===== src/rtl/spi_slave_pkg.sv =====
// ---------------------------------------------------------------------------
// spi_slave_pkg
// Shared definitions for the SPI slave command sequencer:
//   - state_e   : sequencer phase encoding
//   - reg_sel_e : register-select encodings driven toward the register file
//   - CMD_BITS / REG_BITS : width of the command byte and register byte
//   - ADDR_INC  : byte stride between consecutive memory words
// ---------------------------------------------------------------------------
package spi_slave_pkg;

    localparam int CMD_BITS = 8;
    localparam int REG_BITS = 8;
    localparam int ADDR_INC = 4;

    typedef enum logic [2:0] {
        ST_CMD     = 3'd0,
        ST_ADDR    = 3'd1,
        ST_MODE    = 3'd2,
        ST_DUMMY   = 3'd3,
        ST_DATA_RX = 3'd4,
        ST_DATA_TX = 3'd5,
        ST_DONE    = 3'd6
    } state_e;

    typedef enum logic [1:0] {
        REG_CTRL    = 2'b00,
        REG_DUMMY   = 2'b01,
        REG_WRAP_LO = 2'b10,
        REG_WRAP_HI = 2'b11
    } reg_sel_e;

endpackage


===== src/rtl/spi_slave_dummy_cnt.sv =====
// ---------------------------------------------------------------------------
// spi_slave_dummy_cnt
// Loadable down-counter used to time the dummy phase of a transaction.
// Ports:
//   clk        : clock (SPI clock in the parent)
//   srst       : synchronous active-high reset
//   i_load     : load i_load_val this cycle
//   i_load_val : dummy clock count
//   o_done     : count has reached 1, i.e. this is the last dummy cycle
// The counter parks at 0 once exhausted.
// ---------------------------------------------------------------------------
module spi_slave_dummy_cnt #(
    parameter int WIDTH = 8
) (
    input  logic             clk,
    input  logic             srst,
    input  logic             i_load,
    input  logic [WIDTH-1:0] i_load_val,
    output logic             o_done
);

    logic [WIDTH-1:0] r_count;

    always_ff @(posedge clk) begin
        if (srst) begin
            r_count <= '0;
        end else if (i_load) begin
            r_count <= i_load_val;
        end else if (r_count != '0) begin
            r_count <= r_count - WIDTH'(1);
        end
    end

    assign o_done = (r_count == WIDTH'(1));

endmodule


===== src/rtl/spi_slave_cmd_seq.sv =====
// ---------------------------------------------------------------------------
// spi_slave_cmd_seq
// Transaction sequencer of the SPI slave, clocked by sclk. It hands the first
// received byte to the external command decoder, consumes the decode fields
// and walks the transaction through ADDR / MODE / DUMMY / DATA phases, issuing
// register writes, memory-write words and memory-read requests.
//
// Ports:
//   sclk, sys_rst          : SPI clock, synchronous active-high reset
//   cs_active              : chip-select; low aborts to CMD
//   rx_data/rx_valid       : word from the RX shifter
//   rx_cnt/rx_cnt_upd      : next RX word length and its load strobe
//   cmd                    : command byte toward the decoder
//   get_addr..error,
//   reg_sel_in             : decoder fields
//   dummy_cycles           : dummy clock count from the register file
//   reg_wr/reg_sel/reg_wdata            : register write port
//   mem_wr_valid/mem_wdata/mem_addr     : memory write port / word address
//   mem_rd_req             : memory read request
//   tx_en/tx_cnt/tx_cnt_upd/tx_done     : TX shifter control
//
// Optional build macro SPI_SLAVE_ERR_CNT_EN adds err_cnt_clr / err_cnt, a
// saturating count of commands the decoder flagged as errors.
// ---------------------------------------------------------------------------
module spi_slave_cmd_seq
    import spi_slave_pkg::*;
#(
    parameter int ADDR_WIDTH  = 32,
    parameter int DATA_WIDTH  = 32,
    parameter int DUMMY_WIDTH = 8
) (
    input  logic                   sclk,
    input  logic                   sys_rst,
    input  logic                   cs_active,
    input  logic [DATA_WIDTH-1:0]  rx_data,
    input  logic                   rx_valid,
    output logic [7:0]             rx_cnt,
    output logic                   rx_cnt_upd,
    output logic [7:0]             cmd,
    input  logic                   get_addr,
    input  logic                   get_mode,
    input  logic                   get_data,
    input  logic                   send_data,
    input  logic                   enable_cont,
    input  logic                   enable_regs,
    input  logic                   wait_dummy,
    input  logic                   error,
    input  logic [1:0]             reg_sel_in,
    input  logic [DUMMY_WIDTH-1:0] dummy_cycles,
    output logic                   reg_wr,
    output logic [1:0]             reg_sel,
    output logic [7:0]             reg_wdata,
    output logic                   mem_wr_valid,
    output logic [DATA_WIDTH-1:0]  mem_wdata,
    output logic [ADDR_WIDTH-1:0]  mem_addr,
    output logic                   mem_rd_req,
    output logic                   tx_en,
    output logic [7:0]             tx_cnt,
    output logic                   tx_cnt_upd,
    input  logic                   tx_done
`ifdef SPI_SLAVE_ERR_CNT_EN
    ,
    input  logic                   err_cnt_clr,
    output logic [7:0]             err_cnt
`endif
);

    state_e                  r_state;
    logic [CMD_BITS-1:0]     r_cmd;
    logic                    r_get_mode;
    logic                    r_wait;
    logic                    r_get;
    logic                    r_send;
    logic                    r_regs;
    logic                    r_cont;
    reg_sel_e                r_reg_sel;
    logic [7:0]              r_rx_cnt;
    logic                    r_rx_cnt_upd;
    logic                    r_reg_wr;
    logic [REG_BITS-1:0]     r_reg_wdata;
    logic                    r_mem_wr_valid;
    logic [DATA_WIDTH-1:0]   r_mem_wdata;
    logic [ADDR_WIDTH-1:0]   r_mem_addr;
    logic                    r_mem_rd_req;
    logic                    r_tx_en;
    logic [7:0]              r_tx_cnt;
    logic                    r_tx_cnt_upd;
    logic                    r_wr_inc;   // bump mem_addr the cycle after a write
    logic                    r_rd_pend;  // issue a read the cycle after the bump

    // In CMD the decoder fields are live inputs; afterwards the latched copies
    // describe the transaction.
    logic   w_in_cmd;
    logic   w_f_mode, w_f_wait, w_f_get, w_f_send, w_f_regs, w_f_cont;
    logic   w_dummy_zero;
    logic   w_dummy_done;
    logic   w_dummy_load;
    logic   w_go;
    state_e w_tgt;
    state_e w_data_tgt;
    state_e w_after_mode;
    state_e w_after_addr;

    assign w_in_cmd = (r_state == ST_CMD);
    assign w_f_mode = w_in_cmd ? get_mode    : r_get_mode;
    assign w_f_wait = w_in_cmd ? wait_dummy  : r_wait;
    assign w_f_get  = w_in_cmd ? get_data    : r_get;
    assign w_f_send = w_in_cmd ? send_data   : r_send;
    assign w_f_regs = w_in_cmd ? enable_regs : r_regs;
    assign w_f_cont = w_in_cmd ? enable_cont : r_cont;

    assign w_dummy_zero = (dummy_cycles == '0);
    assign w_data_tgt   = w_f_get ? ST_DATA_RX : (w_f_send ? ST_DATA_TX : ST_DONE);
    // A zero dummy count skips the DUMMY state altogether.
    assign w_after_mode = (w_f_wait && !w_dummy_zero) ? ST_DUMMY : w_data_tgt;
    assign w_after_addr = w_f_mode ? ST_MODE : w_after_mode;

    // Phase-exit decision; entry actions below key off the target state.
    always_comb begin
        w_go  = 1'b0;
        w_tgt = r_state;
        unique case (r_state)
            ST_CMD: begin
                if (rx_valid) begin
                    w_go = 1'b1;
                    if (error)         w_tgt = ST_DONE;
                    else if (get_addr) w_tgt = ST_ADDR;
                    else               w_tgt = w_after_addr;
                end
            end
            ST_ADDR: begin
                if (rx_valid) begin
                    w_go  = 1'b1;
                    w_tgt = w_after_addr;
                end
            end
            ST_MODE: begin
                if (rx_valid) begin
                    w_go  = 1'b1;
                    w_tgt = w_after_mode;
                end
            end
            ST_DUMMY: begin
                if (w_dummy_done) begin
                    w_go  = 1'b1;
                    w_tgt = w_data_tgt;
                end
            end
            ST_DATA_RX: begin
                // Streaming writes stay here until chip-select drops.
                if (rx_valid && (r_regs || !r_cont)) begin
                    w_go  = 1'b1;
                    w_tgt = ST_DONE;
                end
            end
            ST_DATA_TX: begin
                if (tx_done && !r_cont) begin
                    w_go  = 1'b1;
                    w_tgt = ST_DONE;
                end
            end
            default: ;
        endcase
    end

    assign w_dummy_load = cs_active && w_go && (w_tgt == ST_DUMMY);

    spi_slave_dummy_cnt #(
        .WIDTH (DUMMY_WIDTH)
    ) u_dummy_cnt (
        .clk        (sclk),
        .srst       (sys_rst),
        .i_load     (w_dummy_load),
        .i_load_val (dummy_cycles),
        .o_done     (w_dummy_done)
    );

    always_ff @(posedge sclk) begin
        if (sys_rst) begin
            r_state        <= ST_CMD;
            r_cmd          <= '0;
            r_get_mode     <= 1'b0;
            r_wait         <= 1'b0;
            r_get          <= 1'b0;
            r_send         <= 1'b0;
            r_regs         <= 1'b0;
            r_cont         <= 1'b0;
            r_reg_sel      <= REG_CTRL;
            r_rx_cnt       <= 8'(CMD_BITS);
            r_rx_cnt_upd   <= 1'b0;
            r_reg_wr       <= 1'b0;
            r_reg_wdata    <= '0;
            r_mem_wr_valid <= 1'b0;
            r_mem_wdata    <= '0;
            r_mem_addr     <= '0;
            r_mem_rd_req   <= 1'b0;
            r_tx_en        <= 1'b0;
            r_tx_cnt       <= '0;
            r_tx_cnt_upd   <= 1'b0;
            r_wr_inc       <= 1'b0;
            r_rd_pend      <= 1'b0;
        end else begin
            r_rx_cnt_upd   <= 1'b0;
            r_tx_cnt_upd   <= 1'b0;
            r_reg_wr       <= 1'b0;
            r_mem_wr_valid <= 1'b0;
            r_mem_rd_req   <= 1'b0;

            if (!cs_active) begin
                // Abort outranks everything else seen in this cycle.
                r_state      <= ST_CMD;
                r_rx_cnt     <= 8'(CMD_BITS);
                r_rx_cnt_upd <= 1'b1;
                r_tx_en      <= 1'b0;
                r_wr_inc     <= 1'b0;
                r_rd_pend    <= 1'b0;
            end else begin
                if (r_wr_inc) begin
                    r_mem_addr <= r_mem_addr + ADDR_WIDTH'(ADDR_INC);
                    r_wr_inc   <= 1'b0;
                end
                if (r_rd_pend) begin
                    r_mem_rd_req <= 1'b1;
                    r_tx_cnt_upd <= 1'b1;
                    r_rd_pend    <= 1'b0;
                end

                if (r_state == ST_CMD && rx_valid) begin
                    r_cmd      <= rx_data[CMD_BITS-1:0];
                    r_get_mode <= get_mode;
                    r_wait     <= wait_dummy;
                    r_get      <= get_data;
                    r_send     <= send_data;
                    r_regs     <= enable_regs;
                    r_cont     <= enable_cont;
                    r_reg_sel  <= reg_sel_e'(reg_sel_in);
                end

                if (r_state == ST_ADDR && rx_valid) begin
                    r_mem_addr <= rx_data[ADDR_WIDTH-1:0];
                end

                if (r_state == ST_DATA_RX && rx_valid) begin
                    if (r_regs) begin
                        r_reg_wr    <= 1'b1;
                        r_reg_wdata <= rx_data[REG_BITS-1:0];
                    end else begin
                        r_mem_wr_valid <= 1'b1;
                        r_mem_wdata    <= rx_data;
                        r_wr_inc       <= r_cont;
                    end
                end

                if (r_state == ST_DATA_TX && tx_done && r_cont) begin
                    r_mem_addr <= r_mem_addr + ADDR_WIDTH'(ADDR_INC);
                    r_rd_pend  <= 1'b1;
                end

                if (w_go) begin
                    r_state <= w_tgt;
                    unique case (w_tgt)
                        ST_ADDR: begin
                            r_rx_cnt     <= 8'(ADDR_WIDTH);
                            r_rx_cnt_upd <= 1'b1;
                        end
                        ST_MODE: begin
                            r_rx_cnt     <= 8'(CMD_BITS);
                            r_rx_cnt_upd <= 1'b1;
                        end
                        ST_DATA_RX: begin
                            r_rx_cnt     <= w_f_regs ? 8'(REG_BITS) : 8'(DATA_WIDTH);
                            r_rx_cnt_upd <= 1'b1;
                        end
                        ST_DATA_TX: begin
                            r_tx_en      <= 1'b1;
                            r_tx_cnt     <= w_f_regs ? 8'(REG_BITS) : 8'(DATA_WIDTH);
                            r_tx_cnt_upd <= 1'b1;
                            r_mem_rd_req <= w_f_cont;
                        end
                        ST_DONE: begin
                            r_tx_en <= 1'b0;
                        end
                        default: ;
                    endcase
                end
            end
        end
    end

    // The decoder sees the live byte in CMD so its fields settle in the same
    // cycle as rx_valid; later phases see the latched command.
    assign cmd          = w_in_cmd ? rx_data[CMD_BITS-1:0] : r_cmd;
    assign rx_cnt       = r_rx_cnt;
    assign rx_cnt_upd   = r_rx_cnt_upd;
    assign reg_wr       = r_reg_wr;
    assign reg_sel      = r_reg_sel;
    assign reg_wdata    = r_reg_wdata;
    assign mem_wr_valid = r_mem_wr_valid;
    assign mem_wdata    = r_mem_wdata;
    assign mem_addr     = r_mem_addr;
    assign mem_rd_req   = r_mem_rd_req;
    assign tx_en        = r_tx_en;
    assign tx_cnt       = r_tx_cnt;
    assign tx_cnt_upd   = r_tx_cnt_upd;

`ifdef SPI_SLAVE_ERR_CNT_EN
    logic [7:0] r_err_cnt;

    always_ff @(posedge sclk) begin
        if (sys_rst) begin
            r_err_cnt <= '0;
        end else if (err_cnt_clr) begin
            r_err_cnt <= '0;
        end else if (cs_active && w_in_cmd && rx_valid && error && r_err_cnt != 8'hFF) begin
            r_err_cnt <= r_err_cnt + 8'd1;
        end
    end

    assign err_cnt = r_err_cnt;
`endif

endmodule


===== config.mk =====
export PLATFORM = sky130hd
export DESIGN_NAME = spi_slave_cmd_seq
export DESIGN_NICKNAME = d
export VERILOG_FILES = /design/src/rtl/spi_slave_pkg.sv /design/src/rtl/spi_slave_dummy_cnt.sv /design/src/rtl/spi_slave_cmd_seq.sv
export SDC_FILE = /design/constraint.sdc
export NUM_CORES = 1
export LEC_CHECK = 0
export CELL_PAD_IN_SITES_DETAIL_PLACEMENT = 1
export CELL_PAD_IN_SITES_GLOBAL_PLACEMENT = 1
export CORE_ASPECT_RATIO = 1.1
export CORE_MARGIN = 3
export CORE_UTILIZATION = 30
export CTS_CLUSTER_DIAMETER = 60
export CTS_CLUSTER_SIZE = 16
export DETAILED_ROUTE_END_ITERATION = 6
export MAX_ROUTING_LAYER = met4
export PLACE_DENSITY = 0.75
export RECOVER_POWER = 25
export SLEW_MARGIN = 30
export SYNTH_ARGS = -nofsm -noshare
export SYNTH_HDL_FRONTEND = slang
export SYNTH_SLANG_ARGS = --single-unit

===== constraint.sdc =====
create_clock -name sclk -period 2.7 [get_ports sclk]
set_input_delay 0.54 -clock sclk [delete_from_list [all_inputs] [get_ports sclk]]
set_output_delay 0.54 -clock sclk [all_outputs]
set_load 0.005 [all_outputs]

Word-level counts from Yosys, hierarchy flattened --
Index checks and enable logic that the tools add are counted.
Operators by class: $add $sub $neg 2, eq/ne operators 12, mux-type cells 44, bitwise gates (word level) 3, reduce and logical (&&, ||, !) cells 32
Operators with widths (number):
- 32-bit 2-to-1 mux | 3
- 32-bit by 3-bit adder with 32-bit output (second input constant) | 1
- 3-bit 2-to-1 mux | 10
- 8-bit 2-to-1 mux | 3
- 8-bit case mux with 3 select lines | 1
- 1-bit 2-to-1 mux | 21
- 3-bit case mux with 6 select lines | 1
- 3-bit equality test (second input constant) | 5
- 3-bit by 2-bit equality test with 1-bit output (second input constant) | 4
- 1-bit logical AND | 10
- 3-bit AND reduction | 3
- 3-bit OR reduction | 3
- 8-bit by 1-bit equality test with 1-bit output (second input constant) | 1
- 8-bit logical NOT | 1
- 2-bit AND reduction | 4
- 8-bit nonzero test | 1
- 8-bit by 1-bit subtractor with 8-bit output (second input constant) | 1
- 3-bit by 1-bit equality test with 1-bit output (second input constant) | 2
- 6-bit 2-to-1 mux | 1
- 3-bit nonzero test | 2
- 2-bit 2-to-1 mux | 2
- 1-bit case mux with 4 select lines | 1
- 2-bit nonzero test | 2
- 4-bit OR reduction | 1
- 6 further kinds | 9
Word-level totals: register bits 123, input bits 55, output and inout port bits 104, logic and storage cells 116

Longest topological paths before layout --
depth in word-level cells 15, gate-level depth with buffers 9, gate-level depth less buffers 8

By module --
From an unflattened synthesis, not the netlist that was laid out.
Second synthesis, totals: cells, all modules 711, area total of the unflattened synthesis 5574.1 µm²
By module, submodules not included:
- spi_slave_cmd_seq | instances 1, cells each 658, area an instance 5066.1 µm², sequential area each 2062.0 µm²
- spi_slave_dummy_cnt | instances 1, cells each 53, area an instance 508.0 µm², sequential area each 160.2 µm²

Least setup slack after synthesis --
OpenSTA, ideal clock, no wires.
path kind input to register, from in dummy_cycles[4], to reg r_rx_cnt[3] (netlist: rx_cnt[3]), setup time 0.115 ns, arrival time 2.396 ns, required time 2.585 ns, path slack 0.189 ns, cell stages on the path 6, path buffers 0, path through or4_4 > nor2_4 > o2111ai_4 > a311o_1 > or4_4 > and3_1
Between the ends: word-level cells in the longest chain between the ends 12, elaborated cells between the ends (all ways) 17, those cells by class 3 x eq/ne; 9 x mux; 5 x reduce/logical
Ends and longest elaborated chain:
- from (decl) | line spi_slave_cmd_seq.sv:49 | input logic [DUMMY_WIDTH-1:0] dummy_cycles,
- 8-bit logical NOT * | line spi_slave_cmd_seq.sv:112 | assign w_dummy_zero = (dummy_cycles == '0);
- 1-bit logical NOT * | line spi_slave_cmd_seq.sv:115 | assign w_after_mode = (w_f_wait && !w_dummy_zero) ? ST_DUMMY : w_data_tgt;
- 1-bit logical AND * | line spi_slave_cmd_seq.sv:115
- 3-bit 2-to-1 mux * | line spi_slave_cmd_seq.sv:115
- 3-bit 2-to-1 mux | line spi_slave_cmd_seq.sv:116 | assign w_after_addr = w_f_mode ? ST_MODE : w_after_mode;
- 3-bit 2-to-1 mux | line spi_slave_cmd_seq.sv:127 | else if (get_addr) w_tgt = ST_ADDR;
- 3-bit 2-to-1 mux | line spi_slave_cmd_seq.sv:126 | if (error) w_tgt = ST_DONE;
- 3-bit 2-to-1 mux | line spi_slave_cmd_seq.sv:124 | if (rx_valid) begin
- 3-bit case mux with 6 select lines * | line spi_slave_cmd_seq.sv:122 | unique case (r_state)
- 3-bit equality test, or another cell as far along | line spi_slave_cmd_seq.sv:261 | unique case (w_tgt)
- 3-bit nonzero test (no source line)
- 2-bit AND reduction (no source line)
- to (signal assigned) | line spi_slave_cmd_seq.sv:263 | r_rx_cnt <= 8'(ADDR_WIDTH);
- to (signal assigned) | line spi_slave_cmd_seq.sv:267 | r_rx_cnt <= 8'(CMD_BITS);
- to (signal assigned) | line spi_slave_cmd_seq.sv:271 | r_rx_cnt <= w_f_regs ? 8'(REG_BITS) : 8'(DATA_WIDTH);
- to (decl) | line spi_slave_cmd_seq.sv:77 | logic [7:0] r_rx_cnt;
Every way passes the cells marked *; elsewhere a longest branch is shown, timed or not. The select of a mux whose other input is x is not followed. A chain may end at the register's enable or synchronous reset.

Worst setup path in the final report --
from in dummy_cycles[3], to reg r_rx_cnt[3] (netlist: rx_cnt[3])
The elaborated chain is that of the path after synthesis.

==> qor.yml <==
floorplan:
  pin_count: 159
  rows: 51
  die_h_um: 149
  die_x_um: 136
  core-area_mm2: 0.0180
  start_util: 0.310
  dieArea_mm2: 0.0203
timing:
  grt_setup_unrepaired: "no"
  setup_viol: 0
  post-route-period-util: 0.985
  tightest_slew_ps: 598
  period_minus_slack_ps: 2660
  drv_slew: 0
  fmax_ghz: 0.376
  timing.slew.headroom: 0.598
  finalHoldViolCount: 0
  finalSetupTns_ps: 0
  fin_worst_skew_ps: 4.50
  whs_ps: 451
synthesis:
  synthCells: 717
  synth.most_common_cell: "nand2_1"
  synth_top_cell_area_share: 0.398
  synth.distinct_cells: 70
  synth_ff_type: "dfxtp_1"
  async_flop_share: 0
  yosys-top-cells-count: "nand2_1, dfxtp_1, a21oi_1"
  synth_seq_area_share: 0.398
  yosys.area.top_type: "dfxtp_1"
  synth-seq-cells: 111
  synth_warnings: 0
  netlist_top_cells_area: "dfxtp_1, nand2_1, a21oi_1"
  synth_edf_count: 0
  synthesis.area_mm2: 0.00558
  syn_avg_cell_area_um2: 7.78
worst_setup_path:
  max_stage_delay_ps: 560
  crit_arrival_ps: 2900
  regToRegStartpoint: "r_state[0]$_SDFFE_PP0P_"
  worstPathRequired_ps: 2950
  crit_start: "dummy_cycles[3]"
  cp-start-kind: "input port"
  timing.reg2reg.setup_slack_ps: 250
  critPathSlowestCell: "or4_4"
  crit_path_cell_trace: "clkdlybuf4s50_1, or4_4, nor2_4, o2111ai_4, a311o_1, or4_4, and3_1"
  worstSetupEndpointType: "flop"
  crit_top_cell: "or4_4"
  r2r_end: "rx_cnt[3]$_SDFFE_PP1P_"
  crit_end: "rx_cnt[3]$_SDFFE_PP1P_"
  reg2reg_depth: 7
  path_class: "input port to flop"
  worstPathMaxFanout: 2
route:
  drc: 0
  vias_per_cell: 5.14
  drtPass1Iterations: 4
  routed_wl_mm: 19.7
  wl_per_cell_um: 17.3
  num_vias: 5831
  final_antenna_net_count: 0
  drt_iter0_markers: 236
cts:
  cts_buffers: 9
  cts_hold_buf: 0
  cts_root_buffer: "clkbuf_16"
  cts.path.max_buffers: 2
  cts_htree_levels: 3
  cts_tree: "built"
  cts_sinks: 111
  clk_pin_slew_worst_paths_ps: 70
  clock_latency_ps: 350
  cts_setup_buffers: 0
finish:
  final_core_utilization: 0.445
  regArea_mm2: 0.00222
  area_growth_pct: 43.5
  drive_above_1_share: 0.126
  final_nets: 950
  multi_input_area_mm2: 0.00316
  n_fill_cell: 2150
  stdcell_count: 1134
placed_design:
  io_buffers: 146
  place_hpwl_mm: 14.3
  placedCellCount: 1117
  place_congestion: 0.864
global_route:
  grt_pass1_vias: 6070
  track_usage: 0.200
  grt_antenna_before_repair: 1
  grt_max_degree: 46
  overflow: 0
  grt_pass1_wl_mm: 31.7
flow_run:
  maxCapViolCount: 0
power_and_ir_drop:
  p_per_area_mw_per_mm2: 535
  p_leak_nw: 2.90
  ir_drop_v: 0.000307
  power_mw: 4.28
worst_hold_path:
  hold_path.class: "flop to flop"
run_status:
  status: "finished clean"
## final cells by class
cell class,instances,share of cell area
Antenna cell,1,0.000313
Clock buffer,11,0.0303
Multi-Input combinational cell,550,0.394
Timing Repair Buffer,208,0.246
Inverter,11,0.00516
Tap cell,238,0.0372
Clock inverter,4,0.00876
Sequential cell,111,0.278
## per-layer routing
metal	track usage	vias to the layer above	wire length, µm
li1	-	2862	-
met2	0.326	126	9300
met4	0.0580	0	276
met1	0.252	2823	9190
met5	-	-	0
met3	0.0408	20	906
## registers in the layout (all words and copies together), names as in the netlist, 2 cells and up
name	cells
mem_wdata	32
reg_sel	2
r_cmd	8
reg_wdata	8
u_dummy_cnt.r_count	8
mem_addr	32
rx_cnt	2
r_state	3
tx_cnt	2
## placed cells by master, fill, tap and decap left out, types with 3 or more instances in the layout
cell / netlist / routed
nor3_1: 13 / 12
xnor2_1: 4 / 4
a31oi_1: 4 / 4
buf_12: 0 / 3
inv_1: 9 / 9
nand2_1: 152 / 152
nand2b_1: 6 / 6
o21ai_1: 3 / 3
mux2_2: 11 / 11
or3_1: 3 / 3
and2_1: 4 / 4
buf_4: 14 / 57
or4_4: 3 / 3
and3_1: 11 / 11
ha_1: 4 / 4
o22ai_1: 5 / 5
o41ai_2: 0 / 4
a211oi_1: 13 / 13
mux2i_1: 12 / 12
a21o_1: 3 / 3
a311oi_1: 3 / 3
nor2_1: 53 / 53
nor3b_1: 6 / 6
conb_1: 1 / 12
dfxtp_1: 111 / 111
nand4_1: 13 / 13
nor4_1: 9 / 9
o21ai_0: 25 / 25
clkbuf_16: 0 / 9
a221oi_1: 3 / 3
dlygate4sd3_1: 0 / 48
a21oi_1: 95 / 95
nor2b_1: 9 / 9
o31ai_1: 10 / 10
clkdlybuf4s50_1: 0 / 97
nand3_1: 13 / 13
## through the flow
stage                     setup WS [ps]  instance area, µm²
after global routing               2.79                8000
after global placement             -275                7630
after detailed placement           -313                7630
after CTS                          15.6                7940
final                              40.4                8000
after floorplan                     189                5620
## where the power goes
| group | switching (mW) | total (mW) | leakage (nW) | internal (mW) |
|---|---|---|---|---|
| Sequential | 0.0876 | 1.81 | 0.898 | 1.72 |
| Combinational | 0.520 | 1.03 | 1.85 | 0.511 |
| Clock | 0.615 | 1.45 | 0.155 | 0.832 |
## worst min path at each step
stage	from	end	cells past startpoint
2_1_floorplan	r_rd_pend$_SDFF_PP0_	tx_cnt_upd$_SDFF_PP0_	2
4_1_cts	mem_wdata[25]$_SDFFE_PP0P_	mem_wdata[25]$_SDFFE_PP0P_	2
5_1_grt	mem_wdata[3]$_SDFFE_PP0P_	mem_wdata[3]$_SDFFE_PP0P_	2
3_3_place_gp	r_cmd[4]$_SDFFE_PP0P_	r_cmd[4]$_SDFFE_PP0P_	2
6_report	mem_wdata[19]$_SDFFE_PP0P_	mem_wdata[19]$_SDFFE_PP0P_	2
3_5_place_dp	mem_wdata[19]$_SDFFE_PP0P_	mem_wdata[19]$_SDFFE_PP0P_	2
## cells by family after synthesis
logic type | Yosys count | synth area share
XOR/XNOR | 6 | 0.00942
AO/OA/AOI/OAI | 192 | 0.215
buffers and inverters | 67 | 0.0554
other | 1 | 0.000672
flip-flops | 111 | 0.398
AND/OR/NAND/NOR | 311 | 0.264
multiplexers | 25 | 0.0478
adder cells (fa/ha/maj) | 4 | 0.00898
## worst max-delay path: cells and delay by family
kind / cells / cell delay, ps
and+or+nand+nor: 4 / 1440
AOI/OAI and AO/OA: 2 / 510
buffers and inverters: 1 / 420
## timing repair
action / CTS / global route
gates resized for setup: 0 / 7
hold endpoints to repair: 0 / 0
endpoints found under the setup margin: 0 / 3
(Power assumes the default switching activity.)
